--- src/rtl/mmio_timer_gpio_if.sv ---
// Data-side bus bundle between the core's load/store path and the peripheral.
//   WE  : store enable
//   A   : byte address (ALU result)
//   Wd  : store data
//   Rd  : read data, combinational from A
//   hit : A falls inside the peripheral window
interface mmio_timer_gpio_if;
  logic        WE;
  logic [31:0] A;
  logic [31:0] Wd;
  logic [31:0] Rd;
  logic        hit;

  modport master (output WE, A, Wd, input Rd, hit);
  modport slave  (input WE, A, Wd, output Rd, hit);
endinterface

--- src/rtl/mmio_timer_gpio.sv ---
// Memory-mapped GPIO + prescaled 32-bit timer with compare-match interrupt.
// Ports:
//   clk      : system clock, rising edge
//   rst      : asynchronous active-high reset
//   bus      : slave side of mmio_timer_gpio_if (WE, A, Wd in; Rd, hit out)
//   gpio_in  : asynchronous external inputs, 2-flop synchronized
//   gpio_out : registered GPIO outputs
//   irq      : interrupt, derived only from flops
// Register map (word offsets): 0x00 GPIO_OUT, 0x04 GPIO_IN, 0x08 CNT,
//   0x0C CMP, 0x10 CTRL {IE,AUTO_CLR,EN}, 0x14 STAT {PEND} (W1C).
// Optional macro MMIO_GPIO_EDGE_EN adds 0x18 EDGE (W1C) and 0x1C EDGE_IE.
module mmio_timer_gpio #(
  parameter logic [31:0] BASE_ADDR = 32'h0000_1000,
  parameter int unsigned GPIO_W    = 8,
  parameter logic [31:0] GPIO_RST  = 32'h0000_0000,
  parameter int unsigned PRESCALE  = 4
) (
  input  logic              clk,
  input  logic              rst,
  mmio_timer_gpio_if.slave  bus,
  input  logic [GPIO_W-1:0] gpio_in,
  output logic [GPIO_W-1:0] gpio_out,
  output logic              irq
);

  localparam int unsigned     PRE_W    = (PRESCALE > 1) ? $clog2(PRESCALE) : 1;
  localparam logic [PRE_W-1:0] PRE_LAST = PRE_W'(PRESCALE - 1);

  localparam logic [3:0] IDX_GPIO_OUT = 4'h0;
  localparam logic [3:0] IDX_GPIO_IN  = 4'h1;
  localparam logic [3:0] IDX_CNT      = 4'h2;
  localparam logic [3:0] IDX_CMP      = 4'h3;
  localparam logic [3:0] IDX_CTRL     = 4'h4;
  localparam logic [3:0] IDX_STAT     = 4'h5;
`ifdef MMIO_GPIO_EDGE_EN
  localparam logic [3:0] IDX_EDGE     = 4'h6;
  localparam logic [3:0] IDX_EDGE_IE  = 4'h7;
`endif

  logic              w_hit;
  logic              w_wr;
  logic [3:0]        w_idx;
  logic              w_stop;
  logic              w_tick;
  logic              w_match;
  logic [31:0]       w_rd;
  logic              w_unused;

  logic [GPIO_W-1:0] r_gpio_out;
  logic [GPIO_W-1:0] r_sync1;
  logic [GPIO_W-1:0] r_sync2;
  logic [31:0]       r_cnt;
  logic [31:0]       r_cmp;
  logic [2:0]        r_ctrl;
  logic              r_pend;
  logic [PRE_W-1:0]  r_pre;

  // Address decode; byte lane bits are ignored (word access only)
  assign w_hit    = (bus.A[31:6] == BASE_ADDR[31:6]);
  assign w_idx    = bus.A[5:2];
  assign w_wr     = bus.WE & w_hit;
  assign w_unused = &{1'b0, bus.A[1:0]};

  // A CTRL write clearing EN stops the timer in the same cycle it lands
  assign w_stop  = w_wr && (w_idx == IDX_CTRL) && !bus.Wd[0];
  assign w_tick  = r_ctrl[0] && !w_stop && (r_pre == PRE_LAST);
  assign w_match = w_tick && (r_cnt == r_cmp);

  // Prescaler: counts only while enabled, wraps on tick
  always_ff @(posedge clk or posedge rst) begin
    if (rst) begin
      r_pre <= '0;
    end else if (!r_ctrl[0] || w_stop || w_tick) begin
      r_pre <= '0;
    end else begin
      r_pre <= r_pre + PRE_W'(1);
    end
  end

  // Timer counter: software write beats tick increment
  always_ff @(posedge clk or posedge rst) begin
    if (rst) begin
      r_cnt <= '0;
    end else if (w_wr && (w_idx == IDX_CNT)) begin
      r_cnt <= bus.Wd;
    end else if (w_match && r_ctrl[1]) begin
      r_cnt <= '0;
    end else if (w_tick) begin
      r_cnt <= r_cnt + 32'd1;
    end
  end

  // Control/compare/GPIO registers and pending flag (set beats W1C)
  always_ff @(posedge clk or posedge rst) begin
    if (rst) begin
      r_gpio_out <= GPIO_RST[GPIO_W-1:0];
      r_cmp      <= 32'hFFFF_FFFF;
      r_ctrl     <= '0;
      r_pend     <= 1'b0;
    end else begin
      if (w_wr && (w_idx == IDX_GPIO_OUT)) r_gpio_out <= bus.Wd[GPIO_W-1:0];
      if (w_wr && (w_idx == IDX_CMP))      r_cmp      <= bus.Wd;
      if (w_wr && (w_idx == IDX_CTRL))     r_ctrl     <= bus.Wd[2:0];
      if (w_match) begin
        r_pend <= 1'b1;
      end else if (w_wr && (w_idx == IDX_STAT) && bus.Wd[0]) begin
        r_pend <= 1'b0;
      end
    end
  end

  // Two-flop input synchronizer
  always_ff @(posedge clk or posedge rst) begin
    if (rst) begin
      r_sync1 <= '0;
      r_sync2 <= '0;
    end else begin
      r_sync1 <= gpio_in;
      r_sync2 <= r_sync1;
    end
  end

`ifdef MMIO_GPIO_EDGE_EN
  logic [GPIO_W-1:0] r_sync3;
  logic [GPIO_W-1:0] r_edge;
  logic [GPIO_W-1:0] r_edge_ie;
  logic [GPIO_W-1:0] w_rise;
  logic [GPIO_W-1:0] w_edge_clr;

  assign w_rise     = r_sync2 & ~r_sync3;
  assign w_edge_clr = (w_wr && (w_idx == IDX_EDGE)) ? bus.Wd[GPIO_W-1:0] : '0;

  // Rising-edge capture; a new edge wins over a simultaneous W1C
  always_ff @(posedge clk or posedge rst) begin
    if (rst) begin
      r_sync3   <= '0;
      r_edge    <= '0;
      r_edge_ie <= '0;
    end else begin
      r_sync3 <= r_sync2;
      r_edge  <= w_rise | (r_edge & ~w_edge_clr);
      if (w_wr && (w_idx == IDX_EDGE_IE)) r_edge_ie <= bus.Wd[GPIO_W-1:0];
    end
  end

  assign irq = (r_pend & r_ctrl[2]) | (|(r_edge & r_edge_ie));
`else
  assign irq = r_pend & r_ctrl[2];
`endif

  // Zero-latency read mux
  always_comb begin
    w_rd = '0;
    if (w_hit) begin
      case (w_idx)
        IDX_GPIO_OUT: w_rd = 32'(r_gpio_out);
        IDX_GPIO_IN:  w_rd = 32'(r_sync2);
        IDX_CNT:      w_rd = r_cnt;
        IDX_CMP:      w_rd = r_cmp;
        IDX_CTRL:     w_rd = 32'(r_ctrl);
        IDX_STAT:     w_rd = 32'(r_pend);
`ifdef MMIO_GPIO_EDGE_EN
        IDX_EDGE:     w_rd = 32'(r_edge);
        IDX_EDGE_IE:  w_rd = 32'(r_edge_ie);
`endif
        default:      w_rd = '0;
      endcase
    end
  end

  assign bus.Rd   = w_rd;
  assign bus.hit  = w_hit;
  assign gpio_out = r_gpio_out;

endmodule

--- src/flat_wrapper.sv ---
// flat-port wrapper written by rule: the top's interface ports become plain ports
module mmio_timer_gpio_flat 
#(
  parameter logic [31:0] BASE_ADDR = 32'h0000_1000,
  parameter int unsigned GPIO_W    = 8,
  parameter logic [31:0] GPIO_RST  = 32'h0000_0000,
  parameter int unsigned PRESCALE  = 4
)
  (clk, rst, gpio_in, gpio_out, irq, bus_WE, bus_A, bus_Wd, bus_Rd, bus_hit);
  mmio_timer_gpio_if bus_i ();
  input  logic clk;
  input  logic rst;
  input  logic [GPIO_W-1:0] gpio_in;
  output logic [GPIO_W-1:0] gpio_out;
  output logic irq;
  input wire logic [$bits(bus_i.WE)-1:0] bus_WE;
  input wire logic [$bits(bus_i.A)-1:0] bus_A;
  input wire logic [$bits(bus_i.Wd)-1:0] bus_Wd;
  output wire logic [$bits(bus_i.Rd)-1:0] bus_Rd;
  output wire logic [$bits(bus_i.hit)-1:0] bus_hit;
  assign bus_i.WE = bus_WE;
  assign bus_i.A = bus_A;
  assign bus_i.Wd = bus_Wd;
  assign bus_Rd = bus_i.Rd;
  assign bus_hit = bus_i.hit;
  mmio_timer_gpio #(.BASE_ADDR(BASE_ADDR), .GPIO_W(GPIO_W), .GPIO_RST(GPIO_RST), .PRESCALE(PRESCALE)) u_core (.clk(clk), .rst(rst), .bus(bus_i), .gpio_in(gpio_in), .gpio_out(gpio_out), .irq(irq));
endmodule
--- config.mk ---
export PLATFORM = sky130hd
export DESIGN_NAME = mmio_timer_gpio_flat
export DESIGN_NICKNAME = d
export VERILOG_FILES = /design/src/rtl/mmio_timer_gpio_if.sv /design/src/rtl/mmio_timer_gpio.sv /design/src/flat_wrapper.sv
export SDC_FILE = /design/constraint.sdc
export NUM_CORES = 1
export LEC_CHECK = 0
export ABC_AREA = 1
export CORE_UTILIZATION = 40
export CTS_CLUSTER_DIAMETER = 60
export DETAILED_ROUTE_END_ITERATION = 6
export PLACE_DENSITY = 0.73
export SLEW_MARGIN = 0
export SYNTH_ARGS = -nofsm -noshare
export SYNTH_HDL_FRONTEND = slang
export SYNTH_SLANG_ARGS = --single-unit
--- constraint.sdc ---
create_clock -name clk -period 7 [get_ports clk]
set_clock_uncertainty 0.2 [all_clocks]
set_input_delay 2.1 -clock clk [delete_from_list [all_inputs] [get_ports clk]]
set_output_delay 2.1 -clock clk [all_outputs]
set_load 0.05 [all_outputs]
== Yosys cells after proc, flatten, opt, wreduce, memory -nomap -nowiden ==
Cells that the tools add are included.
Word-level totals
  register bits after elaboration: 94
  input port bits: 75
  output and inout bits: 42
  word-level logic and storage cells: 47
Cells by class
  $add $sub $neg: 2
  eq/ne operators: 8
  muxes and demuxes: 8
  bitwise logic cells: 2
  reduce and logical (&&, ||, !) cells: 19
Operator list (number)
  32-bit one-hot mux with 6 select lines: 1
  32-bit two-way mux: 4
  32-bit by 1-bit adder with 32-bit output, second input constant: 1
  32-bit == test: 1
  26-bit by 7-bit == test with 1-bit output, second input constant: 1
  1-bit logical AND: 11
  4-bit by 2-bit == test with 1-bit output, second input constant: 2
  4-bit by 3-bit == test with 1-bit output, second input constant: 2
  4-bit by 1-bit == test with 1-bit output, second input constant: 1
  4-bit logical NOT: 1
  1-bit logical NOT: 3
  3-bit nonzero test: 1
  2-bit by 1-bit adder with 2-bit output, second input constant: 1
  1-bit AND: 2
  2-bit == test, second input constant: 1
  1-bit logical OR: 2
  1-bit two-way mux: 2
  2-bit two-way mux: 1
  2-bit nonzero test: 1

== Depth between registers and ports, before layout ==
Gate-level depths: netlist of run 1.
  depth in word-level cells: 11
  gate-level depth with buffers: 16
  mapped depth without buffers: 14

== Worst setup path after synthesis of run 1 ==
Ideal clock, no wire load.
  kind: input to output
  start: in bus_A[23]
  end: out bus_Rd[5]
  arrival time: 4337 ps
  required time: 4700 ps
  setup slack: 363 ps
  cell stages on the path: 7
  path buffers: 1
  cell sequence: or2_1 > nor3_1 > nand4_1 > nor2_2 > nand2_1 > buf_1 > a41oi_1
On the way
  cells in the longest elaborated chain, start to end: 2
Ends and longest elaborated chain
  from (decl): RTL line flat_wrapper.sv:17  | input wire logic [$bits(bus_i.A)-1:0] bus_A;
  26-bit by 7-bit == test with 1-bit output: RTL line mmio_timer_gpio.sv:59  | assign w_hit = (bus.A[31:6] == BASE_ADDR[31:6]);
  named net bus_hit: RTL line flat_wrapper.sv:20  | output wire logic [$bits(bus_i.hit)-1:0] bus_hit;
  32-bit two-way mux: RTL line mmio_timer_gpio.sv:154  | if (w_hit) begin
  to (decl): RTL line flat_wrapper.sv:19  | output wire logic [$bits(bus_i.Rd)-1:0] bus_Rd;
The timed path passes the listed nets, and every way through them passes these cells.

== Worst setup path after layout of run 1 ==
  start: in bus_A[23]
  end: out bus_hit
On the way
  cells in the longest elaborated chain, start to end: 1
Ends and longest elaborated chain (RTL line)
  26-bit by 7-bit == test with 1-bit output: mmio_timer_gpio.sv:59
  to (decl): flat_wrapper.sv:20
Every way passes these cells.

==> parameters.txt, run 1 <==
Parameter                              Value

Synthesis
  Flop and latch count out of synthesis    94
  Mean area per synthesized cell    6.752 µm²
  Count of mapped cells out of synthesis    929
  Post-Synthesis Net Count    1006
  Dominant cells by area after synthesis    sky130_fd_sc_hd__dfrtp_1 (25%), sky130_fd_sc_hd__nand2_1 (21%), sky130_fd_sc_hd__dfstp_2 (13%), sky130_fd_sc_hd__nand4_1 (6.2%), sky130_fd_sc_hd__nand3_1 (5.5%)
  Post-synthesis cell type count    37
  Netlist area before placement    6272 µm²
  Area share of the largest cell type after synthesis    24.74%
  Cell type with the largest total area after synthesis    sky130_fd_sc_hd__dfrtp_1
  Synth warnings    0
  Sequential share of the synthesized area    38.14%

Timing
  Max-slew violations    0
  Worst hold margin    148.4 ps
  Time the final worst path needs with I/O delays and setup    6372 ps
  RSZ-0062 raised after global routing    no
  Endpoints failing setup    0
  Worst rel slew slack    49.98%
  Final worst setup slack    628.5 ps
  Final worst path period share    91.02%
  Max Clock Freq    0.1569 GHz
  Post-route setup TNS    0 ps
  Transition at the pin with the smallest max-transition slack    749.4 ps
  Hold violation count in the final report    0

Placement
  Final GP Congestion    0.8363
  Detailed placement HPWL    12520 µm
  Placed cells    1208
  Worst slack after detailed placement    626.9 ps
  Placed cell area    7821 µm²
  # port buffers    114

Clock tree
  Clock tree from TritonCTS    built
  Root buf cell    sky130_fd_sc_hd__clkbuf_16
  Number of buffers on the longest clock path    2
  Post-CTS Repair Setup Buffers    0
  Clock-pin slew on the worst setup and hold paths    60 ps
  Cts bufs inserted    9
  CTS H-tree lvls    3
  Later-pin clock latency in the skew report    350 ps
  Cells resized by post-CTS repair    0
  Clock Sink Count    94
  # hold bufs at CTS    0

GRT
  Global-route wire length before repair    28700 µm
  Antenna violations before repair    0
  Total congestion overflow after global routing    0
  Number of global-route vias before repair    5993
  Overall global routing resource usage    21.87%
  Largest net degree at the start of global routing    54

Critical path
  Critical path capture point type    output pin
  Maximum fanout encountered on the critical timing path    3
  Reg-to-reg slack, setup    4090 ps
  Crit path arrival time    4070 ps
  Type of element launching the critical path    input port
  Data required time at the worst endpoint    4700 ps
  Crit Path Class    in2out

Floorplanning
  Floorplan row count    45
  Overall die height    127.2 µm
  Starting utilization of the core area    41.11%
  Area inside the core boundary    15260 µm²
  Width of the chip    127.2 µm
  Area of the die    16180 µm²
  # IOs    117

Outcome
  Status    completed

Finish
  Most frequent cells in the layout    sky130_fd_sc_hd__nand2_1 (352), sky130_fd_sc_hd__inv_1 (86), sky130_fd_sc_hd__clkdlybuf4s50_1 (82)
  End-of-flow core utilization    53.14%
  Post-route insts no fill    1224
  Antenna diode instance count    0
  Share of post-route cells with drive strength above 1    11.55%
  Most common library cell in the layout ignoring fill and taps    sky130_fd_sc_hd__nand2_1
  # nets final    1085
  Post-route cell area    8108 µm²
  Synth-to-Final Area Change    29.26%

Route
  Starting DRT DRC Count    443
  Routed WL    17120 µm
  Number of vias after detailed routing    6229
  Post-detailed-route via-to-cell ratio    5.089
  Final antenna-violating net count    0
  Detail-routed net length per standard cell    13.98 µm
  Final routed DRC violation total    0
  First-pass iteration count of the detailed router    5

Power
  Maximum ir drop on the vdd rail    0.00008145 V
  Post-layout power    1.099 mW
  PD cells    135.5 nW/µm²
  LEAKAGE    3.579 nW

Flow run
  Max Cap Violations    0

Worst hold path
  Worst hold-check path type    reg2reg
final timing paths:
| path | startpoint | end | depth (start not counted) |
|---|---|---|---|
| max | bus_A[23] | bus_hit | 6 |
| min | u_core.r_sync1[1] | u_core.r_sync2[1] | 0 |
| max reg2reg | u_core.r_cmp[14] | u_core.r_cnt[19] | 12 |
| min reg2reg | u_core.r_sync1[1] | u_core.r_sync2[1] | 0 |
| max in group asynchronous | rst | u_core.r_cnt[13] | 3 |
| min in group asynchronous | rst | u_core.r_cnt[31] | 2 |
routing by layer:
metal,GRT usage (%),wire [µm],vias up
li1,-,-,3134
met1,29.85,7950,2911
met2,35.75,8064,167
met3,3.224,871,17
met4,7.073,229,0
met5,0,0,-
cell usage after synthesis:
| library cell | count |
|---|---|
| sky130_fd_sc_hd__nand2_1 | 353 |
| sky130_fd_sc_hd__xor2_1 | 34 |
| sky130_fd_sc_hd__xnor2_1 | 4 |
| sky130_fd_sc_hd__a31oi_1 | 3 |
| sky130_fd_sc_hd__or2_0 | 1 |
| sky130_fd_sc_hd__nor2_1 | 56 |
| sky130_fd_sc_hd__nor3b_1 | 1 |
| sky130_fd_sc_hd__ha_1 | 2 |
| sky130_fd_sc_hd__a221oi_1 | 2 |
| sky130_fd_sc_hd__or2_2 | 5 |
| sky130_fd_sc_hd__o22ai_1 | 2 |
| sky130_fd_sc_hd__nand3b_1 | 1 |
| sky130_fd_sc_hd__nand4_1 | 62 |
| sky130_fd_sc_hd__nand3_2 | 2 |
| sky130_fd_sc_hd__a41oi_1 | 5 |
| sky130_fd_sc_hd__clkbuf_2 | 2 |
| sky130_fd_sc_hd__a21oi_1 | 27 |
| sky130_fd_sc_hd__dfrtp_1 | 62 |
| sky130_fd_sc_hd__and2_0 | 1 |
| sky130_fd_sc_hd__buf_6 | 3 |
| sky130_fd_sc_hd__nand4_2 | 1 |
| sky130_fd_sc_hd__buf_1 | 4 |
| sky130_fd_sc_hd__dfstp_2 | 32 |
| sky130_fd_sc_hd__inv_2 | 7 |
| sky130_fd_sc_hd__nor4_1 | 10 |
| sky130_fd_sc_hd__o21ai_0 | 21 |
| sky130_fd_sc_hd__or2_1 | 2 |
| sky130_fd_sc_hd__nand3_4 | 1 |
| sky130_fd_sc_hd__inv_1 | 87 |
| sky130_fd_sc_hd__buf_4 | 3 |
| sky130_fd_sc_hd__nand2_2 | 1 |
| sky130_fd_sc_hd__buf_2 | 16 |
| sky130_fd_sc_hd__nor3_1 | 12 |
| sky130_fd_sc_hd__nor3_2 | 2 |
| sky130_fd_sc_hd__nand3_1 | 69 |
| sky130_fd_sc_hd__clkbuf_1 | 28 |
| sky130_fd_sc_hd__nor2_2 | 5 |
power breakdown:
group | internal [mW] | switching, mW
clock | 0.260 | 0.212
sequential | 0.549 | 0.00129
combinational | 0.0407 | 0.0366
total | 0.849 | 0.250
worst max-delay path, cell delays in order:
cell	delay [ps]
sky130_fd_sc_hd__clkdlybuf4s50_1	420
sky130_fd_sc_hd__or2_1	250
sky130_fd_sc_hd__nor3_1	160
sky130_fd_sc_hd__nand4_1	140
sky130_fd_sc_hd__nor2_2	160
sky130_fd_sc_hd__clkdlybuf4s50_1	840
state kept, by name, summed over array words and instances, names as in the netlist:
name / count
u_core.r_sync2: 8
u_core.r_cmp: 32
u_core.r_ctrl: 3
u_core.r_pre: 2
u_core.r_cnt: 32
u_core.r_sync1: 8
u_core.gpio_out: 8
u_core.r_pend: 1
logic make-up after synthesis:
family | Yosys count | share of synthesized area, %
simple gates | 585 | 40.97
flops | 94 | 38.14
compound gates | 60 | 5.306
fa+ha+maj | 2 | 0.3989
xor+xnor | 38 | 5.306
buf+inv | 150 | 9.874
cell type report:
cell class              count  area, µm²
fillers                  1445       7151
multi-input cells         685       3274
flip-flops and latches     94       2392
repair buffers            124       1536
inverters                  94      354.1
well taps                 211      264.0
clock buffers              11      252.7
clock inverters             5      33.78
(Power assumes the default switching activity.)
==> run 2: changes to the inputs <==
- CORE_ASPECT_RATIO: default -> 1.2
==> run 2 against run 1 <==
Net effect: power grew 3.8%; global-route usage grew 0.70 points; worst setup slack worse by 98 ps; maximum frequency fell by 1.5%; critical path type unchanged.
==> parameters.txt, run 2 (synthesis results as in run 1) <==
Parameter                              Value

Route
  Routed WL    17460 µm (+2.0%)
  Final routed DRC violation total    0 (unchanged)
  Final antenna-violating net count    0 (unchanged)
  Post-detailed-route via-to-cell ratio    5.205 (+2.3%)
  First-pass iteration count of the detailed router    6 (+1)
  Detail-routed net length per standard cell    14.35 µm (+2.6%)
  Number of vias after detailed routing    6335 (+1.7%)
  Starting DRT DRC Count    449 (+1.4%)

Floorplanning
  Width of the chip    116.3 µm (-8.6%)
  Floorplan row count    49 (+8.9%)
  Area of the die    16190 µm² (about the same)
  Starting utilization of the core area    41.42% (+0.31 points)
  Overall die height    139.2 µm (+9.4%)
  Area inside the core boundary    15140 µm² (-0.75%)
  # IOs    117 (unchanged)

Timing
  Final worst setup slack    530.7 ps (-97.82 ps)
  Max Clock Freq    0.1546 GHz (-1.5%)
  Endpoints failing setup    0 (unchanged)
  Post-route setup TNS    0 ps (unchanged)
  Max-slew violations    0 (unchanged)
  Final worst path period share    92.42% (+1.4 points)
  Worst rel slew slack    34.36% (-16 points)
  Transition at the pin with the smallest max-transition slack    984.5 ps (+235.1 ps)
  Worst hold margin    148.8 ps (+0.4580 ps)
  RSZ-0062 raised after global routing    no
  Time the final worst path needs with I/O delays and setup    6469 ps (+97.82 ps)
  Hold violation count in the final report    0 (unchanged)

Clock tree
  Root buf cell    sky130_fd_sc_hd__clkbuf_16
  Clock Sink Count    94 (unchanged)
  Later-pin clock latency in the skew report    350 ps (about the same)
  Post-CTS Repair Setup Buffers    0 (unchanged)
  Number of buffers on the longest clock path    2 (unchanged)
  Cells resized by post-CTS repair    0 (unchanged)
  Cts bufs inserted    9 (unchanged)
  Clock-pin slew on the worst setup and hold paths    70 ps (about the same)
  Clock tree from TritonCTS    built
  CTS H-tree lvls    3 (unchanged)
  # hold bufs at CTS    0 (unchanged)

Power
  PD cells    140.1 nW/µm² (+3.4%)
  Maximum ir drop on the vdd rail    0.0001079 V (+32%)
  Post-layout power    1.140 mW (+3.8%)
  LEAKAGE    3.595 nW (+0.45%)

Critical path
  Maximum fanout encountered on the critical timing path    22 (+19)
  Critical path capture point type    output pin
  Data required time at the worst endpoint    4700 ps (about the same)
  Crit Path Class    in2out
  Crit path arrival time    4170 ps (+100 ps)
  Type of element launching the critical path    input port

GRT
  Global-route wire length before repair    28950 µm (+0.84%)
  Antenna violations before repair    0 (unchanged)
  Total congestion overflow after global routing    0 (unchanged)
  Largest net degree at the start of global routing    56 (+3.7%)
  Overall global routing resource usage    22.57% (+0.70 points)
  Number of global-route vias before repair    6038 (+0.75%)

Finish
  Share of post-route cells with drive strength above 1    11.45% (-0.099 points)
  Post-route insts no fill    1217 (-0.57%)
  Post-route cell area    8133 µm² (+0.31%)
  Most common library cell in the layout ignoring fill and taps    sky130_fd_sc_hd__nand2_1
  Top flop regs    u_core.r_cmp (32), u_core.r_cnt (32)
  Synth-to-Final Area Change    29.66%
  Antenna diode instance count    0 (unchanged)
  End-of-flow core utilization    53.71% (+0.57 points)
  # nets final    1085 (unchanged)
  Most frequent cells in the layout    sky130_fd_sc_hd__nand2_1 (352), sky130_fd_sc_hd__inv_1 (86), sky130_fd_sc_hd__clkdlybuf4s50_1 (82)

Worst hold path
  Worst hold-check path type    reg2reg

Flow run
  Max Cap Violations    0 (unchanged)

Placement
  Worst slack after detailed placement    551.1 ps (-75.80 ps)
  Placed cell area    7825 µm² (about the same)
  Detailed placement HPWL    12510 µm (about the same)
  Final GP Congestion    0.8383 (+0.24%)
  Placed cells    1201 (-0.58%)
  # port buffers    114 (unchanged)

Outcome
  Status    completed
## run 2: cell types whose count changed in the layout (fill, tap and decap cells not counted), sizes merged
cell	delta
bufinv	+1
clkinv	-1
inv	+2
clkinvlp	-2
## run 2: power breakdown
part           switching [mW]  internal, mW  leakage (nW)
Sequential            0.00116         0.549          1.10
Clock                   0.221         0.291         0.151
Combinational          0.0375        0.0411          2.35
Total                   0.259         0.880          3.59
## run 2: area by class of cell
| class | count | area (µm²) |
|---|---|---|
| Sequential cell | 94 | 2392 |
| Fill cell | 1487 | 7010 |
| Inverter | 94 | 354.1 |
| Clock buffer | 11 | 242.7 |
| Multi-Input combinational cell | 685 | 3274 |
| Tap cell | 204 | 255.2 |
| Clock inverter | 5 | 65.06 |
| Timing Repair Buffer | 124 | 1549 |
## run 2: final timing paths
path	from	endpoint	slack (ps)	cells past startpoint
worst max register to register	u_core.r_pre[0]	u_core.r_cnt[29]	4060	9
worst min register to register	u_core.r_sync1[7]	u_core.r_sync2[7]	150	0
worst max-delay path	bus_A[23]	bus_Rd[5]	530	9
worst min-delay path	u_core.r_sync1[7]	u_core.r_sync2[7]	150	0
max in group asynchronous	rst	u_core.r_cmp[14]	3470	3
min in group asynchronous	rst	u_core.r_sync1[3]	2070	2
## run 2: critical path, stage by stage
cell,delay [ps]
sky130_fd_sc_hd__clkdlybuf4s50_1,420
sky130_fd_sc_hd__or2_1,260
sky130_fd_sc_hd__nor3_1,140
sky130_fd_sc_hd__nand4_1,140
sky130_fd_sc_hd__nor2_2,240
sky130_fd_sc_hd__nand2_1,130
sky130_fd_sc_hd__buf_4,240
sky130_fd_sc_hd__a41oi_1,320
sky130_fd_sc_hd__buf_12,180
## run 2: per-layer routing
metal	vias up	global-route usage [%]	share of wire, %
met5	-	0	0
met4	0	7.490	1.9
met3	28	3.365	5.1
met2	179	37.90	49
met1	2984	29.31	43
li1	3144	-	-
==> run 3: changes to the inputs <==
--- a/constraint.sdc
+++ b/constraint.sdc
@@ -4,2 +4,2 @@
 set_output_delay 2.1 -clock clk [all_outputs]
-set_load 0.05 [all_outputs]
+set_load 0.02 [all_outputs]
==> run 3 against run 2 <==
Net effect: wire length is 1.3% higher; register-to-register slack hardly changed; power is 3.2% lower; maximum frequency is 3.9% lower; sequential share of layout area is 1.2 points higher; die area stayed put; combinational power is 2% higher; hold slack better by 0.73 ps; sequential cell count stayed put.
==> parameters.txt, run 3 (synthesis results as in run 1) <==
Parameter                              Value

Clock tree
  Cts bufs inserted    9 (unchanged)
  Post-CTS Repair Setup Buffers    0 (unchanged)
  Later-pin clock latency in the skew report    350 ps (about the same)
  CTS H-tree lvls    3 (unchanged)
  Clock Sink Count    94 (unchanged)
  Root buf cell    sky130_fd_sc_hd__clkbuf_16
  Clock tree from TritonCTS    built
  # hold bufs at CTS    0 (unchanged)
  Number of buffers on the longest clock path    2 (unchanged)
  Clock-pin slew on the worst setup and hold paths    70 ps (about the same)
  Cells resized by post-CTS repair    0 (unchanged)

GRT
  Overall global routing resource usage    22.86% (+0.28 points)
  Number of global-route vias before repair    6001 (-0.61%)
  Total congestion overflow after global routing    0 (unchanged)
  Global-route wire length before repair    29450 µm (+1.7%)
  Largest net degree at the start of global routing    49 (-13%)
  Antenna violations before repair    0 (unchanged)

Route
  Starting DRT DRC Count    373 (-17%)
  Final antenna-violating net count    0 (unchanged)
  Detail-routed net length per standard cell    14.47 µm (+0.87%)
  Number of vias after detailed routing    6292 (-0.68%)
  Post-detailed-route via-to-cell ratio    5.149 (-1.1%)
  Routed WL    17690 µm (+1.3%)
  Final routed DRC violation total    0 (unchanged)
  First-pass iteration count of the detailed router    5 (-1)

Timing
  Max Clock Freq    0.1485 GHz (-3.9%)
  Final worst setup slack    267.6 ps (-263.1 ps)
  Max-slew violations    0 (unchanged)
  Worst rel slew slack    43.79% (+9.4 points)
  Final worst path period share    96.18% (+3.8 points)
  Worst hold margin    149.6 ps (+0.7310 ps)
  Hold violation count in the final report    0 (unchanged)
  Transition at the pin with the smallest max-transition slack    843.2 ps (-141.3 ps)
  RSZ-0062 raised after global routing    no
  Post-route setup TNS    0 ps (unchanged)
  Time the final worst path needs with I/O delays and setup    6732 ps (+263.1 ps)
  Endpoints failing setup    0 (unchanged)

Critical path
  Reg-to-reg startpoint    u_core.r_pre[0]
  Critical path's top delay family    buffers and inverters
  Crit Path Class    in2out
  Maximum fanout encountered on the critical timing path    21 (-4.5%)
  Critical path capture point type    output pin
  Endpoint of the worst register-to-register path    u_core.r_cnt[19]
  Crit-path most repeated cell    sky130_fd_sc_hd__clkdlybuf4s50_1
  Buf+Inv Stages, Crit Path    4 (+1)
  Worst R2R Path Depth    9 (unchanged)
  Worst path cell trace    clkdlybuf4s50_1, nor2_1, inv_2, nor3_2, buf_4, nand2_1, a41oi_1, clkdlybuf4s50_1
  Type of element launching the critical path    input port
  Critical-path top delay cell    sky130_fd_sc_hd__clkdlybuf4s50_1
  Data required time at the worst endpoint    4700 ps (about the same)
  Crit path arrival time    4430 ps (+260 ps)
  Reg-to-reg slack, setup    4060 ps (about the same)
  Worst path max stage delay    630 ps (+210 ps)

Power
  Power share of the sequential group    49.8% (+1.6 points)
  Maximum ir drop on the vdd rail    0.00009425 V (-13%)
  Clock share of power    43.0% (-1.9 points)
  LEAKAGE    3.449 nW (-4.1%)
  Net switching power of the design    268.5 µW (+3.5%)
  Internal power consumption    835.0 µW (-5.2%)
  Post-layout power    1.103 mW (-3.2%)
  Combinational share of power    7.2% (+0.3 points)
  PD cells    141.2 nW/µm² (+0.72%)
  Switching share of total power    24.33% (+1.6 points)

Finish
  Most frequent cells in the layout    sky130_fd_sc_hd__nand2_1 (352), sky130_fd_sc_hd__clkdlybuf4s50_1 (114), sky130_fd_sc_hd__inv_1 (86)
  End-of-flow core utilization    51.62% (-2.1 points)
  Most common library cell in the layout ignoring fill and taps    sky130_fd_sc_hd__nand2_1
  Post-route cell area    7818 µm² (-3.9%)
  Share of post-route cells with drive strength above 1    8.743% (-2.7 points)
  Antenna diode instance count    0 (unchanged)
  Post-route insts no fill    1222 (+0.41%)
  Top flop regs    u_core.r_cmp (32), u_core.r_cnt (32)
  Synth-to-Final Area Change    24.64%
  # nets final    1090 (+0.46%)

Placement
  Placed cells    1206 (+0.42%)
  Detailed placement HPWL    12720 µm (+1.7%)
  Final GP Congestion    0.8140 (-2.9%)
  Worst slack after detailed placement    260.6 ps (-290.5 ps)
  Placed cell area    7542 µm² (-3.6%)
  # port buffers    114 (unchanged)

Floorplanning
  Floorplan row count    49 (unchanged)
  Overall die height    139.2 µm (unchanged)
  # IOs    117 (unchanged)
  Area inside the core boundary    15140 µm² (unchanged)
  Area of the die    16190 µm² (unchanged)
  Starting utilization of the core area    41.42% (unchanged)
  Width of the chip    116.3 µm (unchanged)

Worst hold path
  Hold-critical path depth    0 (unchanged)
  Endpoint of the worst hold-timing path    u_core.r_sync2[0]
  Launch instance of the worst min-delay path    u_core.r_sync1[0]
  Worst hold-check path type    reg2reg

Flow run
  Max Cap Violations    0 (unchanged)

Outcome
  Status    completed
run 3: cell count changes in the layout (fill, tap and decap cells not counted):
cell,change
sky130_fd_sc_hd__buf_12,-32
sky130_fd_sc_hd__buf_4,+5
sky130_fd_sc_hd__bufinv_16,-1
sky130_fd_sc_hd__clkbuf_8,-1
sky130_fd_sc_hd__clkdlybuf4s50_1,+32
sky130_fd_sc_hd__clkinv_2,+1
sky130_fd_sc_hd__clkinv_4,-2
sky130_fd_sc_hd__clkinvlp_4,+2
sky130_fd_sc_hd__inv_6,+1
run 3: cell type report:
class | instances | area (µm²)
clock buffers | 10 | 229.0
clock inverters | 6 | 46.29
fillers | 1538 | 7326
inverters | 94 | 354.1
multi-input cells | 685 | 3274
flip-flops and latches | 94 | 2392
well taps | 204 | 255.2
repair buffers | 129 | 1266
run 3: how the worst max path moves through the flow:
stage | from | slack, ps | end | cells after the start
finish | bus_A[5] | 270 | bus_Rd[3] | 8
global route | bus_A[23] | 120 | bus_Rd[6] | 9
floorplan | bus_A[23] | 1090 | bus_Rd[5] | 7
global placement | bus_A[5] | 290 | bus_Rd[3] | 8
CTS | bus_A[5] | 250 | bus_Rd[2] | 8
detailed placement | bus_A[5] | 260 | bus_Rd[2] | 8
run 3: worst reg2reg max path, delay by kind of cell, from the launching register on:
family | cells | cell delay [ps]
AND/OR/NAND/NOR | 7 | 1370
adder cells (fa/ha/maj) | 1 | 490
flip-flops | 1 | 360
buffers and inverters | 1 | 410
run 3: power by group through the flow:
| stage | logic (mW) | registers (mW) | clock network (mW) |
|---|---|---|---|
| final | 0.0799 | 0.550 | 0.474 |
| after floorplan | 0.0206 | 0.559 | 0 |
| after detailed placement | 0.0806 | 0.559 | 0 |
| after CTS | 0.0810 | 0.550 | 0.481 |
| after global placement | 0.0802 | 0.559 | 0 |
| after global routing | 0.0873 | 0.550 | 0.505 |
run 3: per-layer routing:
metal / GRT usage (%) / vias up / part of all wire, %
met1: 30.10 / 2944 / 44
li1: - / 3151 / -
met5: 0 / - / 0
met4: 6.073 / 0 / 1.3
met3: 3.540 / 17 / 5.3
met2: 38.52 / 180 / 50
